**src/rtl/bcd_timekeeper_pkg.sv**
```systemverilog
// Shared select encodings, field limits and BCD helpers for the bcd_timekeeper slice.
package clock_pkg;

    localparam logic [2:0] SEL_SS  = 3'd0;
    localparam logic [2:0] SEL_MM  = 3'd1;
    localparam logic [2:0] SEL_HH  = 3'd2;
    localparam logic [2:0] SEL_PM  = 3'd3;
    localparam logic [2:0] SEL_AMM = 3'd4;
    localparam logic [2:0] SEL_AHH = 3'd5;
    localparam logic [2:0] SEL_APM = 3'd6;
    localparam logic [2:0] SEL_AEN = 3'd7;

    localparam logic [7:0] MS_RST   = 8'h00;
    localparam logic [7:0] HH12_RST = 8'h12;
    localparam logic [7:0] HH24_RST = 8'h00;

    localparam logic [7:0] MS_MIN   = 8'h00;
    localparam logic [7:0] MS_MAX   = 8'h59;
    localparam logic [7:0] HH12_MIN = 8'h01;
    localparam logic [7:0] HH12_MAX = 8'h12;
    localparam logic [7:0] HH24_MIN = 8'h00;
    localparam logic [7:0] HH24_MAX = 8'h23;

    function automatic logic bcd_valid(input logic [7:0] v);
        return (v[7:4] <= 4'd9) && (v[3:0] <= 4'd9);
    endfunction

    function automatic logic ms_valid(input logic [7:0] v);
        return bcd_valid(v) && (v <= MS_MAX);
    endfunction

    function automatic logic hh_valid(input logic [7:0] v, input logic mode24);
        logic ok;
        if (mode24) ok = (v <= HH24_MAX);
        else        ok = (v >= HH12_MIN) && (v <= HH12_MAX);
        return bcd_valid(v) && ok;
    endfunction

    function automatic logic [6:0] bcd_to_bin(input logic [7:0] v);
        return ({3'b000, v[7:4]} * 7'd10) + {3'b000, v[3:0]};
    endfunction

    function automatic logic [7:0] bin_to_bcd(input logic [6:0] b);
        return {4'(b / 7'd10), 4'(b % 7'd10)};
    endfunction

    // Wraps from hi back to lo, so the 12-hour range 01..12 gives 12 -> 01.
    function automatic logic [7:0] bcd_inc(input logic [7:0] v, input logic [7:0] lo,
                                           input logic [7:0] hi);
        logic [7:0] r;
        if (v == hi)             r = lo;
        else if (v[3:0] == 4'd9) r = {v[7:4] + 4'd1, 4'd0};
        else                     r = {v[7:4], v[3:0] + 4'd1};
        return r;
    endfunction

    function automatic logic [7:0] hour_12_to_24(input logic [7:0] h, input logic pm);
        logic [7:0] r;
        if (h == HH12_MAX) r = pm ? 8'h12 : 8'h00;
        else if (pm)       r = bin_to_bcd(bcd_to_bin(h) + 7'd12);
        else               r = h;
        return r;
    endfunction

    // Returns {pm, hh}.
    function automatic logic [8:0] hour_24_to_12(input logic [7:0] h);
        logic [6:0] b;
        logic [8:0] r;
        b = bcd_to_bin(h);
        if (b == 7'd0)       r = {1'b0, HH12_MAX};
        else if (b < 7'd12)  r = {1'b0, h};
        else if (b == 7'd12) r = {1'b1, HH12_MAX};
        else                 r = {1'b1, bin_to_bcd(b - 7'd12)};
        return r;
    endfunction

endpackage

```
**src/rtl/bcd_timekeeper_counter.sv**
```systemverilog
// BCD modulo counter with load and carry; ALT_* bounds apply while alt is high.
module bcd_mod_counter import clock_pkg::*; #(
    parameter logic [7:0] MIN     = 8'h00,
    parameter logic [7:0] MAX     = 8'h59,
    parameter logic [7:0] ALT_MIN = MIN,
    parameter logic [7:0] ALT_MAX = MAX,
    parameter logic [7:0] RST_VAL = MIN
) (
    input  logic       clk,
    input  logic       rst,
    input  logic       alt,
    input  logic       en,
    input  logic       load,
    input  logic [7:0] load_val,
    output logic [7:0] value,
    output logic       carry
);

    logic [7:0] lo_s;
    logic [7:0] hi_s;
    logic [7:0] next_s;

    // Load wins over counting.
    always_comb begin
        lo_s = alt ? ALT_MIN : MIN;
        hi_s = alt ? ALT_MAX : MAX;
        if (load)    next_s = load_val;
        else if (en) next_s = bcd_inc(value, lo_s, hi_s);
        else         next_s = value;
    end

    assign carry = en && !load && (value == hi_s);

    always_ff @(posedge clk or posedge rst) begin
        if (rst) value <= RST_VAL;
        else     value <= next_s;
    end

endmodule

```
**src/rtl/bcd_timekeeper.sv**
```systemverilog
// BCD time-of-day counter with 12/24-hour mode, tick prescaler and checked writes.
// Optional alarm comparator is compiled in with BCD_TIMEKEEPER_ALARM_EN.
module bcd_timekeeper import clock_pkg::*; #(
    parameter int unsigned TICK_DIV   = 1,
    parameter bit          MODE24_RST = 1'b0
) (
    input  logic       i_clk,
    input  logic       i_reset,
    input  logic       i_ena,
    input  logic       i_mode24,
    input  logic [2:0] i_sel,
    input  logic       i_wr,
    input  logic [7:0] i_in,
    output logic [7:0] o_hh,
    output logic [7:0] o_mm,
    output logic [7:0] o_ss,
    output logic       o_pm,
    output logic       o_tick,
    output logic       o_wr_err,
    output logic       o_alarm
);

    localparam int PW = (TICK_DIV > 1) ? $clog2(TICK_DIV) : 1;
    localparam logic [PW-1:0] PRE_LAST = PW'(TICK_DIV - 1);

    logic          mode_r;
    logic [PW-1:0] presc_r;
    logic          conv_s, wrap_s, tick_s;
    logic          wr_ok_s, wr_acc_s, wr_rej_s;
    logic          ld_ss_s, ld_mm_s, ld_hh_s;
    logic          ss_carry, mm_carry, hh_carry;
    logic [7:0]    hh_ld_s;
    logic [8:0]    h12_s;
    logic          pm_nxt_s;

    // A mismatch between the pin and the registered mode is the conversion cycle.
    assign conv_s   = (i_mode24 != mode_r);
    assign wrap_s   = i_ena && !conv_s && (presc_r == PRE_LAST);
    assign tick_s   = wrap_s && !i_wr;
    assign wr_acc_s = i_wr && !conv_s && wr_ok_s;
    assign wr_rej_s = i_wr && !wr_acc_s;
    assign ld_ss_s  = wr_acc_s && (i_sel == SEL_SS);
    assign ld_mm_s  = wr_acc_s && (i_sel == SEL_MM);
    assign ld_hh_s  = conv_s || (wr_acc_s && (i_sel == SEL_HH));
    assign h12_s    = hour_24_to_12(o_hh);

    // Write validation against the current mode.
    always_comb begin
        wr_ok_s = 1'b0;
        case (i_sel)
            SEL_SS, SEL_MM: wr_ok_s = ms_valid(i_in);
            SEL_HH:         wr_ok_s = hh_valid(i_in, mode_r);
            SEL_PM:         wr_ok_s = !mode_r;
`ifdef BCD_TIMEKEEPER_ALARM_EN
            SEL_AMM:        wr_ok_s = ms_valid(i_in);
            SEL_AHH:        wr_ok_s = hh_valid(i_in, mode_r);
            SEL_APM:        wr_ok_s = !mode_r;
            SEL_AEN:        wr_ok_s = 1'b1;
`endif
            default:        wr_ok_s = 1'b0;
        endcase
    end

    // Hour load source: converted hour on a mode edge, otherwise write data.
    always_comb begin
        if (conv_s) hh_ld_s = i_mode24 ? hour_12_to_24(o_hh, o_pm) : h12_s[7:0];
        else        hh_ld_s = i_in;
    end

    // PM flag: toggles at 11->12 in 12-hour mode, tracks hh >= 12 in 24-hour mode.
    always_comb begin
        pm_nxt_s = o_pm;
        if (conv_s) begin
            if (i_mode24) pm_nxt_s = o_pm;
            else          pm_nxt_s = h12_s[8];
        end else if (wr_acc_s && (i_sel == SEL_PM)) begin
            pm_nxt_s = i_in[0];
        end else if (wr_acc_s && (i_sel == SEL_HH) && mode_r) begin
            pm_nxt_s = (i_in >= 8'h12);
        end else if (mm_carry) begin
            if (mode_r) begin
                if (hh_carry)             pm_nxt_s = 1'b0;
                else if (o_hh == 8'h11)   pm_nxt_s = 1'b1;
                else                      pm_nxt_s = o_pm;
            end else begin
                if (o_hh == 8'h11)        pm_nxt_s = !o_pm;
                else                      pm_nxt_s = o_pm;
            end
        end else begin
            pm_nxt_s = o_pm;
        end
    end

    bcd_mod_counter #(.MIN(MS_MIN), .MAX(MS_MAX), .RST_VAL(MS_RST)) u_ss (
        .clk(i_clk), .rst(i_reset), .alt(1'b0), .en(tick_s), .load(ld_ss_s),
        .load_val(i_in), .value(o_ss), .carry(ss_carry)
    );

    bcd_mod_counter #(.MIN(MS_MIN), .MAX(MS_MAX), .RST_VAL(MS_RST)) u_mm (
        .clk(i_clk), .rst(i_reset), .alt(1'b0), .en(ss_carry), .load(ld_mm_s),
        .load_val(i_in), .value(o_mm), .carry(mm_carry)
    );

    bcd_mod_counter #(
        .MIN(HH12_MIN), .MAX(HH12_MAX), .ALT_MIN(HH24_MIN), .ALT_MAX(HH24_MAX),
        .RST_VAL(MODE24_RST ? HH24_RST : HH12_RST)
    ) u_hh (
        .clk(i_clk), .rst(i_reset), .alt(mode_r), .en(mm_carry), .load(ld_hh_s),
        .load_val(hh_ld_s), .value(o_hh), .carry(hh_carry)
    );

    // Prescaler holds on conversion cycles and restarts on a seconds write.
    always_ff @(posedge i_clk or posedge i_reset) begin
        if (i_reset)      presc_r <= {PW{1'b0}};
        else if (conv_s)  presc_r <= presc_r;
        else if (ld_ss_s) presc_r <= {PW{1'b0}};
        else if (wrap_s)  presc_r <= {PW{1'b0}};
        else if (i_ena)   presc_r <= presc_r + PW'(1);
        else              presc_r <= presc_r;
    end

    // Mode, PM and pulse outputs.
    always_ff @(posedge i_clk or posedge i_reset) begin
        if (i_reset) begin
            mode_r   <= MODE24_RST;
            o_pm     <= 1'b0;
            o_tick   <= 1'b0;
            o_wr_err <= 1'b0;
        end else begin
            mode_r   <= i_mode24;
            o_pm     <= pm_nxt_s;
            o_tick   <= tick_s;
            o_wr_err <= wr_rej_s;
        end
    end

`ifdef BCD_TIMEKEEPER_ALARM_EN
    logic [7:0] am_r, ah_r;
    logic       apm_r, aen_r;
    logic [8:0] ah12_s;
    logic [7:0] mm_new_s, hh_new_s;

    assign ah12_s = hour_24_to_12(ah_r);

    // Time as it will read after this tick, for the match against the alarm.
    always_comb begin
        mm_new_s = bcd_inc(o_mm, MS_MIN, MS_MAX);
        if (mm_carry) hh_new_s = bcd_inc(o_hh, mode_r ? HH24_MIN : HH12_MIN,
                                         mode_r ? HH24_MAX : HH12_MAX);
        else          hh_new_s = o_hh;
    end

    // Alarm registers follow hour conversion; the pulse is aligned with o_tick.
    always_ff @(posedge i_clk or posedge i_reset) begin
        if (i_reset) begin
            am_r    <= MS_RST;
            ah_r    <= MODE24_RST ? HH24_RST : HH12_RST;
            apm_r   <= 1'b0;
            aen_r   <= 1'b0;
            o_alarm <= 1'b0;
        end else begin
            o_alarm <= aen_r && tick_s && (o_ss == MS_MAX) && (mm_new_s == am_r) &&
                       (hh_new_s == ah_r) && (mode_r || (pm_nxt_s == apm_r));
            if (conv_s) begin
                if (i_mode24) begin
                    ah_r <= hour_12_to_24(ah_r, apm_r);
                end else begin
                    ah_r  <= ah12_s[7:0];
                    apm_r <= ah12_s[8];
                end
            end else if (wr_acc_s) begin
                case (i_sel)
                    SEL_AMM: am_r <= i_in;
                    SEL_AHH: begin
                        ah_r <= i_in;
                        if (mode_r) apm_r <= (i_in >= 8'h12);
                        else        apm_r <= apm_r;
                    end
                    SEL_APM: apm_r <= i_in[0];
                    SEL_AEN: aen_r <= i_in[0];
                    default: am_r  <= am_r;
                endcase
            end else begin
                am_r <= am_r;
            end
        end
    end
`else
    assign o_alarm = 1'b0;
`endif

endmodule

```
**config.mk**
```make
export PLATFORM = sky130hd
export DESIGN_NAME = bcd_timekeeper
export DESIGN_NICKNAME = d
export VERILOG_FILES = /design/src/rtl/bcd_timekeeper_pkg.sv /design/src/rtl/bcd_timekeeper_counter.sv /design/src/rtl/bcd_timekeeper.sv
export SDC_FILE = /design/constraint.sdc
export NUM_CORES = 1
export LEC_CHECK = 0
export CAP_MARGIN = 10
export CORE_MARGIN = 1
export CORE_UTILIZATION = 52
export DETAILED_ROUTE_END_ITERATION = 10
export PLACE_DENSITY = 0.86
export SLEW_MARGIN = 40
export SYNTH_ARGS = -nofsm -noshare
export SYNTH_HDL_FRONTEND = slang
export SYNTH_SLANG_ARGS = --single-unit
export TNS_END_PERCENT = 100
```
**constraint.sdc**
```tcl
create_clock -name i_clk -period 4.8 [get_ports i_clk]
set_input_delay 0.72 -clock i_clk [delete_from_list [all_inputs] [get_ports i_clk]]
set_output_delay 0.72 -clock i_clk [all_outputs]
set_load 0.03 [all_outputs]
```
# Word-level counts from Yosys, hierarchy flattened

Index checks and enable logic that the tools add are counted.
W data, S select, Z words.

Input port bits: 16
Output and inout bits: 28
Bits in registers: 29

$add $sub $neg: 10
Div/mod/pow operators: 4
Bitwise operators: 2
Mux-type cells: 37
Equality and inequality tests: 16
$lt $le $gt $ge: 8
Multiply operators: 1
Reduce and logical (&&, ||, !) cells: 49

Operators with widths:

| kind                  | count |
|---|---|
| $mux W8               | 17 |
| $add A4 B1 Y4 const B | 6 |
| $logic_and A1 B1 Y1   | 21 |
| $mux W9               | 2 |
| $eq A8 B5 Y1 const B  | 2 |
| $eq A8 B7 Y1 const B  | 2 |
| $mux W1               | 15 |
| $div A7 B4 Y7 const B | 2 |
| $mod A7 B4 Y7 const B | 2 |
| $eq A4 B4 Y1 const B  | 3 |
| $reduce_bool A3 Y1    | 4 |
| $ne A5 B5 Y1 const B  | 2 |
| $reduce_bool A5 Y1    | 2 |
| $eq A8 B8 Y1          | 1 |
| $ge A8 B1 Y1 const B  | 1 |
| $ge A8 B5 Y1 const B  | 1 |
| $le A4 B4 Y1 const B  | 2 |
| $le A8 B5 Y1 const B  | 1 |
| $le A8 B6 Y1 const B  | 1 |
| $le A8 B7 Y1 const B  | 1 |
| $logic_not A1 Y1      | 8 |
| $reduce_and A4 Y1     | 2 |
| $add A7 B4 Y7         | 1 |
| $add A7 B4 Y7 const B | 1 |
| other kinds (21)      | 27 |

# Logic depth before layout (Yosys ltp)

Depth after elaboration: 21
Depth in mapped cells: 21

# Modules after synthesis

A second synthesis with hierarchy kept.

Cell total of the unflattened synthesis: 594
Area, all modules: 4742.0 um2

Modules (own cells, without submodules):

| module                     | instances | cells each | area an instance (um2) |
|---|---|---|---|
| bcd_timekeeper             | 1         | 406        | 2979.1 |
| bcd_mod_counter (u_mm ...) | 2         | 64         | 598.1 |
| bcd_mod_counter (u_hh)     | 1         | 60         | 566.8 |

# Worst setup path after synthesis

No wires, ideal clock.

Path type: reg2reg
From: reg u_hh.value[4]
To: reg u_hh.value[1]
Stages on the path, launching flop included: 20
Buffers on the path: 0
Slack: -238 ps
Library setup time: 91 ps
Data required time: 4709 ps
Arrival: 4948 ps
Clock period less this slack: 5038 ps
Path through: dfstp_2 ha_1 ha_1 xor2_2 ha_1 or3_1 nor3_1 or4_1 a2111o_1 o211ai_2 a211oi_1 o21ai_0 o2111a_1 ha_1 nand2_1 a41o_1 a22oi_1 nand4_1 mux2_1 o31ai_1

Word-level cells in the longest chain between the ends: 10

Ends and longest elaborated chain:

| element                | RTL line                     | source |
|---|---|---|
| from (decl)            | bcd_timekeeper_counter.sv:15 | `output logic [7:0] value,` |
| from (signal assigned) | bcd_timekeeper_counter.sv:36 | `else value <= next_s;` |
| $mul A4 B3 Y6          | bcd_timekeeper_pkg.sv:40     | `return ({3'b000, v[7:4]} * 7'd10) + {3'b000, v[3:0]};` |
| $add A7 B4 Y7          | bcd_timekeeper_pkg.sv:40     |  |
| $sub A7 B4 Y7          | bcd_timekeeper_pkg.sv:73     | `else r = {1'b1, bin_to_bcd(b - 7'd12)};` |
| $mod A7 B4 Y7          | bcd_timekeeper_pkg.sv:44     | `return {4'(b / 7'd10), 4'(b % 7'd10)};` |
| $mux W8                | bcd_timekeeper_pkg.sv:72     | `else if (b == 7'd12) r = {1'b1, HH12_MAX};` |
| $mux W9                | bcd_timekeeper_pkg.sv:71     | `else if (b < 7'd12) r = {1'b0, h};` |
| $mux W9                | bcd_timekeeper_pkg.sv:70     | `if (b == 7'd0) r = {1'b0, HH12_MAX};` |
| $mux W8 (2 in a row)   | bcd_timekeeper.sv:66         | `if (conv_s) hh_ld_s = i_mode24 ? hour_12_to_24(o_hh, o_pm) : h12_s[7:0];` |
| $mux W8                | bcd_timekeeper_counter.sv:27 | `if (load) next_s = load_val;` |

Parallel ways exist; a longest one is shown, timed or not. The select of a mux whose other input is x is not followed.
A chain may end at the register's enable or synchronous reset.

# Worst setup path in the final report

From: reg u_hh.value[4]
To: reg u_hh.value[4]

Word-level cells in the longest chain between the ends: 10

Ends and longest elaborated chain:

| element              | RTL line |
|---|---|
| $mul A4 B3 Y6        | bcd_timekeeper_pkg.sv:40 |
| $add A7 B4 Y7        | bcd_timekeeper_pkg.sv:40 |
| $sub A7 B4 Y7        | bcd_timekeeper_pkg.sv:73 |
| $div A7 B4 Y7        | bcd_timekeeper_pkg.sv:44 |
| $mux W8              | bcd_timekeeper_pkg.sv:72 |
| $mux W9              | bcd_timekeeper_pkg.sv:71 |
| $mux W9              | bcd_timekeeper_pkg.sv:70 |
| $mux W8 (2 in a row) | bcd_timekeeper.sv:66 |
| $mux W8              | bcd_timekeeper_counter.sv:27 |

Parallel ways exist; a longest one is shown, timed or not. The select of a mux whose other input is x is not followed.

==> results by stage <==
Clock network:
- The count of hold buffers inserted by post-cts repair is 0.
- The post-CTS clock slew at the launch and capture registers of the worst setup and hold paths is 0.07 ns.
- Clock tree synthesis found a total of 29 sinks.
- The buffer type at the clock tree root is clkbuf_8.
- TritonCTS created 5 clock buffers.
- The H-tree generated during clock tree synthesis spans 2 levels.
- Counting along the longest clock path gives a buffer depth of 2.
- The later-pin clock latency in the skew report is 0.30 ns.
- The clock tree from TritonCTS is yes.

Drt:
- The via count is 4716.
- The detail-routed net length per standard cell is about 19 um.
- The detailed-route vias per instance is approximately 6.7.
- The remaining routing DRC violations is 0.
- The number of search-and-repair iterations in the first detailed-routing pass is 8.
- The detailed router finished its first iteration with between 600 and 700 violations.
- The count of nets left with antenna violations once routing finished came out at 0.
- The routed wire length is 13400 um.

STA:
- Timing would allow up to 0.205 GHz.
- Across all setup checks in the final design, the least slack found is -0.0888 ns.
- The shortest period the worst path allows is 4.89 ns.
- Setup repair after global routing could not meet its margin everywhere.
- The final-report max-slew violation count is 0.
- In the final timing run, aggregate negative setup slack is -0.0936 ns.
- The final worst clock skew is 0.00512 ns.
- The final hold violation count came to 0.
- For the pin with the worst max-slew slack, the measured transition is roughly 0.65 ns.
- Headroom to the max-slew limit came out at 0.568.
- The final-report setup violation count is 2.
- Dividing the final minimum period by the clock period gives 1.02.

Die:
- Measured along the x axis, the die boundary spans ~88 um.
- For this configuration, the core starts out at a cell density of 0.551.
- In this run the standard cell core region covers 6980 um2.
- For this design the top-level I/O count stands at 44.
- The number of standard-cell rows in the floorplan is 30.
- The floorplan step defined a die boundary enclosing 7740 um2.
- The y dimension of the die is slightly below 90 um.

Worst hold path:
- The launch point of the worst hold path is presc_r$_DFFE_PP0P_.
- The class of the worst hold path is reg2reg.

Place:
- The count of input and output buffers is 42.
- The final estimated routing congestion in global placement is a little under 1.
- The post-placement cell area is 4750 um2.
- The HPWL after detailed placement is 9430 um.

Worst setup path:
- In this design, the largest share of critical-path delay is due to compound AO/OA/AOI/OAI gates.
- The data required time at the worst endpoint is 5.03 ns.
- The signal on the critical path passes through ha_4 > ha_4 > xor2_4 > buf_4 > buf_6 > clkinvlp_4 > ha_4 > a211oi_2 > o311ai_2 > nand4_1 > buf_4 > nand2_4 > nand4_1 > a21oi_2 > xnor2_2 > ha_2 > inv_2 > a211oi_2 > buf_4 > a2111oi_4 > a211oi_2 > buf_4 > a221o_1 > a31oi_1.
- The critical path's slowest cell is dfstp_2.
- The delay of the slowest critical-path stage is slightly below 0.6 ns.
- The cell repeated most along the worst path is buf_4.
- The critical path capture point type is a flip-flop.
- Tracing the worst setup path back leads to its startpoint at u_hh.value[4]$_DFFE_PP1P_.
- The origin of the critical flop-to-flop path is u_hh.value[4]$_DFFE_PP1P_.
- The number of buffers and inverters on the critical path is 7.
- By startpoint and endpoint, the worst setup path is classified as reg2reg.
- The worst endpoint data arrival time is between 5 and 6 ns.
- The category of the worst setup path launch point is a flip-flop.
- In this run the worst path has a maximum fanout of 4.

Yosys:
- dfrtp_1 takes more of the synthesized area than any other cell.
- The share of synthesized area in the top cell type comes to 0.176.
- The count of cell types in the netlist is roughly 90.
- The main flop type after synthesis is dfrtp_1.
- Synthesis produced a netlist with a net count of 555.
- The share of the Yosys chip area taken by registers is 0.189.
- The fraction of registers with async set/reset is 1.00.
- Synthesis handed over a netlist of 509 instances.
- Yosys attributes the largest share of cell area to dfrtp_1, ha_1, o21ai_0, a21oi_1, nand2_1.
- The synthesized area divided by synthesized cell count is about 7.6 um2.
- The synthesized design contains 0 enable-type register cells.
- The mapped cell area is 3840 um2.
- The synthesized flop and latch total is 29.
- During synthesis, Yosys emitted a total of 0 warnings.

GRT:
- The initial antenna violation count is 0.
- The number of global-route vias before repair is about 4200.
- The overall routing resource usage is 0.329.
- The largest net degree at the start of global routing is 30.
- The total overflow left after global routing is 0.
- The first-pass GRT wire length is 19900 um.

Cells and area:
- Leaving out fill and tap cells, the most frequent cells in the layout are buf_4, nand2_1, clkdlybuf4s50_1.
- The utilization of the core after routing is 0.748.
- The final non-filler cell area is 5220 um2.
- The repair_antennas step left the layout with diodes totalling 0.
- The area added between synthesis and finish is 35.9%.
- At the end of the flow, the number of nets in the layout was approximately 650.
- The layout cell share with drive strength beyond 1 is 0.249.
- The library cell used most frequently in the layout, excluding fill and tap cells, is buf_4.

Run status:
- The run finished, with violations left.
- The checks that failed: negative setup slack.

Flow run:
- The tool flagged a number of max-cap violations equal to 0.
through the flow:
stage	std cells	hold WS, ns	setup WS (ns)
floorplan	509	0.454	0.0214
global placement	680	0.471	0.0500
detailed placement	680	0.477	-0.125
CTS	688	0.497	0.0112
global route	702	0.532	-0.235
finish	702	0.501	-0.0888
worst register-to-register path: stages (launching register included):
cell and delay (ns):
dfstp_2 0.59, ha_4 0.23, ha_4 0.26, xor2_4 0.20, buf_4 0.15, buf_6 0.12
clkinvlp_4 0.11, ha_4 0.19, a211oi_2 0.05, o311ai_2 0.39, nand4_1 0.18, buf_4 0.21
nand2_4 0.08, nand4_1 0.16, a21oi_2 0.27, xnor2_2 0.11, ha_2 0.20, inv_2 0.07
a211oi_2 0.04, buf_4 0.14, a2111oi_4 0.29, a211oi_2 0.11, buf_4 0.18, a221o_1 0.36
a31oi_1 0.14
synthesized netlist by cell type, types with 6 or more instances:
cell type  count
and2_1         9
nor3_1        17
a21oi_1       38
nor2_1        35
dfrtp_1       27
mux2i_1        6
a211oi_1       9
clkbuf_1      11
o31ai_1        9
ha_1          28
nand2_1       48
inv_1         33
o21ai_0       41
a31oi_1        9
and3_1         6
nand3_1       21
or3_1          8
a22oi_1        7
nand4_1       10
layout make-up:
cell class | count | area, um2
Multi-Input combinational cell | 428 | 3240
Fill cell | 544 | 1760
Timing Repair Buffer | 107 | 920
Sequential cell | 29 | 731
Inverter | 34 | 131
Tap cell | 96 | 120
Clock buffer | 5 | 68.8
Clock inverter | 3 | 17.5
path summary, 6_finish.rpt:
kind,end,slack (ns),cells after the start
worst max-delay path,u_hh.value[4]$_DFFE_PP1P_,-0.09,24
worst min-delay path,presc_r$_DFFE_PP0P_,0.50,1
worst max register to register,u_hh.value[4]$_DFFE_PP1P_,-0.09,24
worst min register to register,presc_r$_DFFE_PP0P_,0.50,1
max in group asynchronous,u_hh.value[7]$_DFFE_PP0P_,3.52,2
min in group asynchronous,u_hh.value[2]$_DFFE_PP0P_,0.83,2
cell families after synthesis:
kind of cell	share of synthesized area
xor+xnor	0.0202
flops	0.189
other cells	0.000975
fa+ha+maj	0.107
buf+inv	0.0566
mux	0.0273
compound gates	0.349
simple gates	0.250
registers in the layout, indices dropped and copies added, names as in the netlist:
signal and cells:
mode_r 1, o_pm 1, o_tick 1, o_wr_err 1
presc_r 1, u_hh.value 8, u_mm.value 8, u_ss.value 8
what timing repair did:
| item | 4_1_cts | 5_1_grt |
|---|---|---|
| resized for setup | 5 | 52 |
| pin swaps | 2 | 38 |
| endpoints found under the setup margin | 3 | 4 |
| gates cloned | 0 | 1 |
| buffers inserted | 0 | 13 |
| endpoints found under the hold margin | 0 | 0 |
routing by layer:
| layer | track usage | share of wire | vias up |
|---|---|---|---|
| met3 | 0.0481 | 0.084 | 38 |
| met2 | 0.550 | 0.48 | 287 |
| met4 | 0.0849 | 0.015 | 0 |
| li1 | - | - | 2141 |
| met5 | 0 | 0 | - |
| met1 | 0.442 | 0.42 | 2250 |
Power is left out: the tool's default activity adds up to more than one toggle a clock period on the data nets, which glitch-free logic cannot reach.
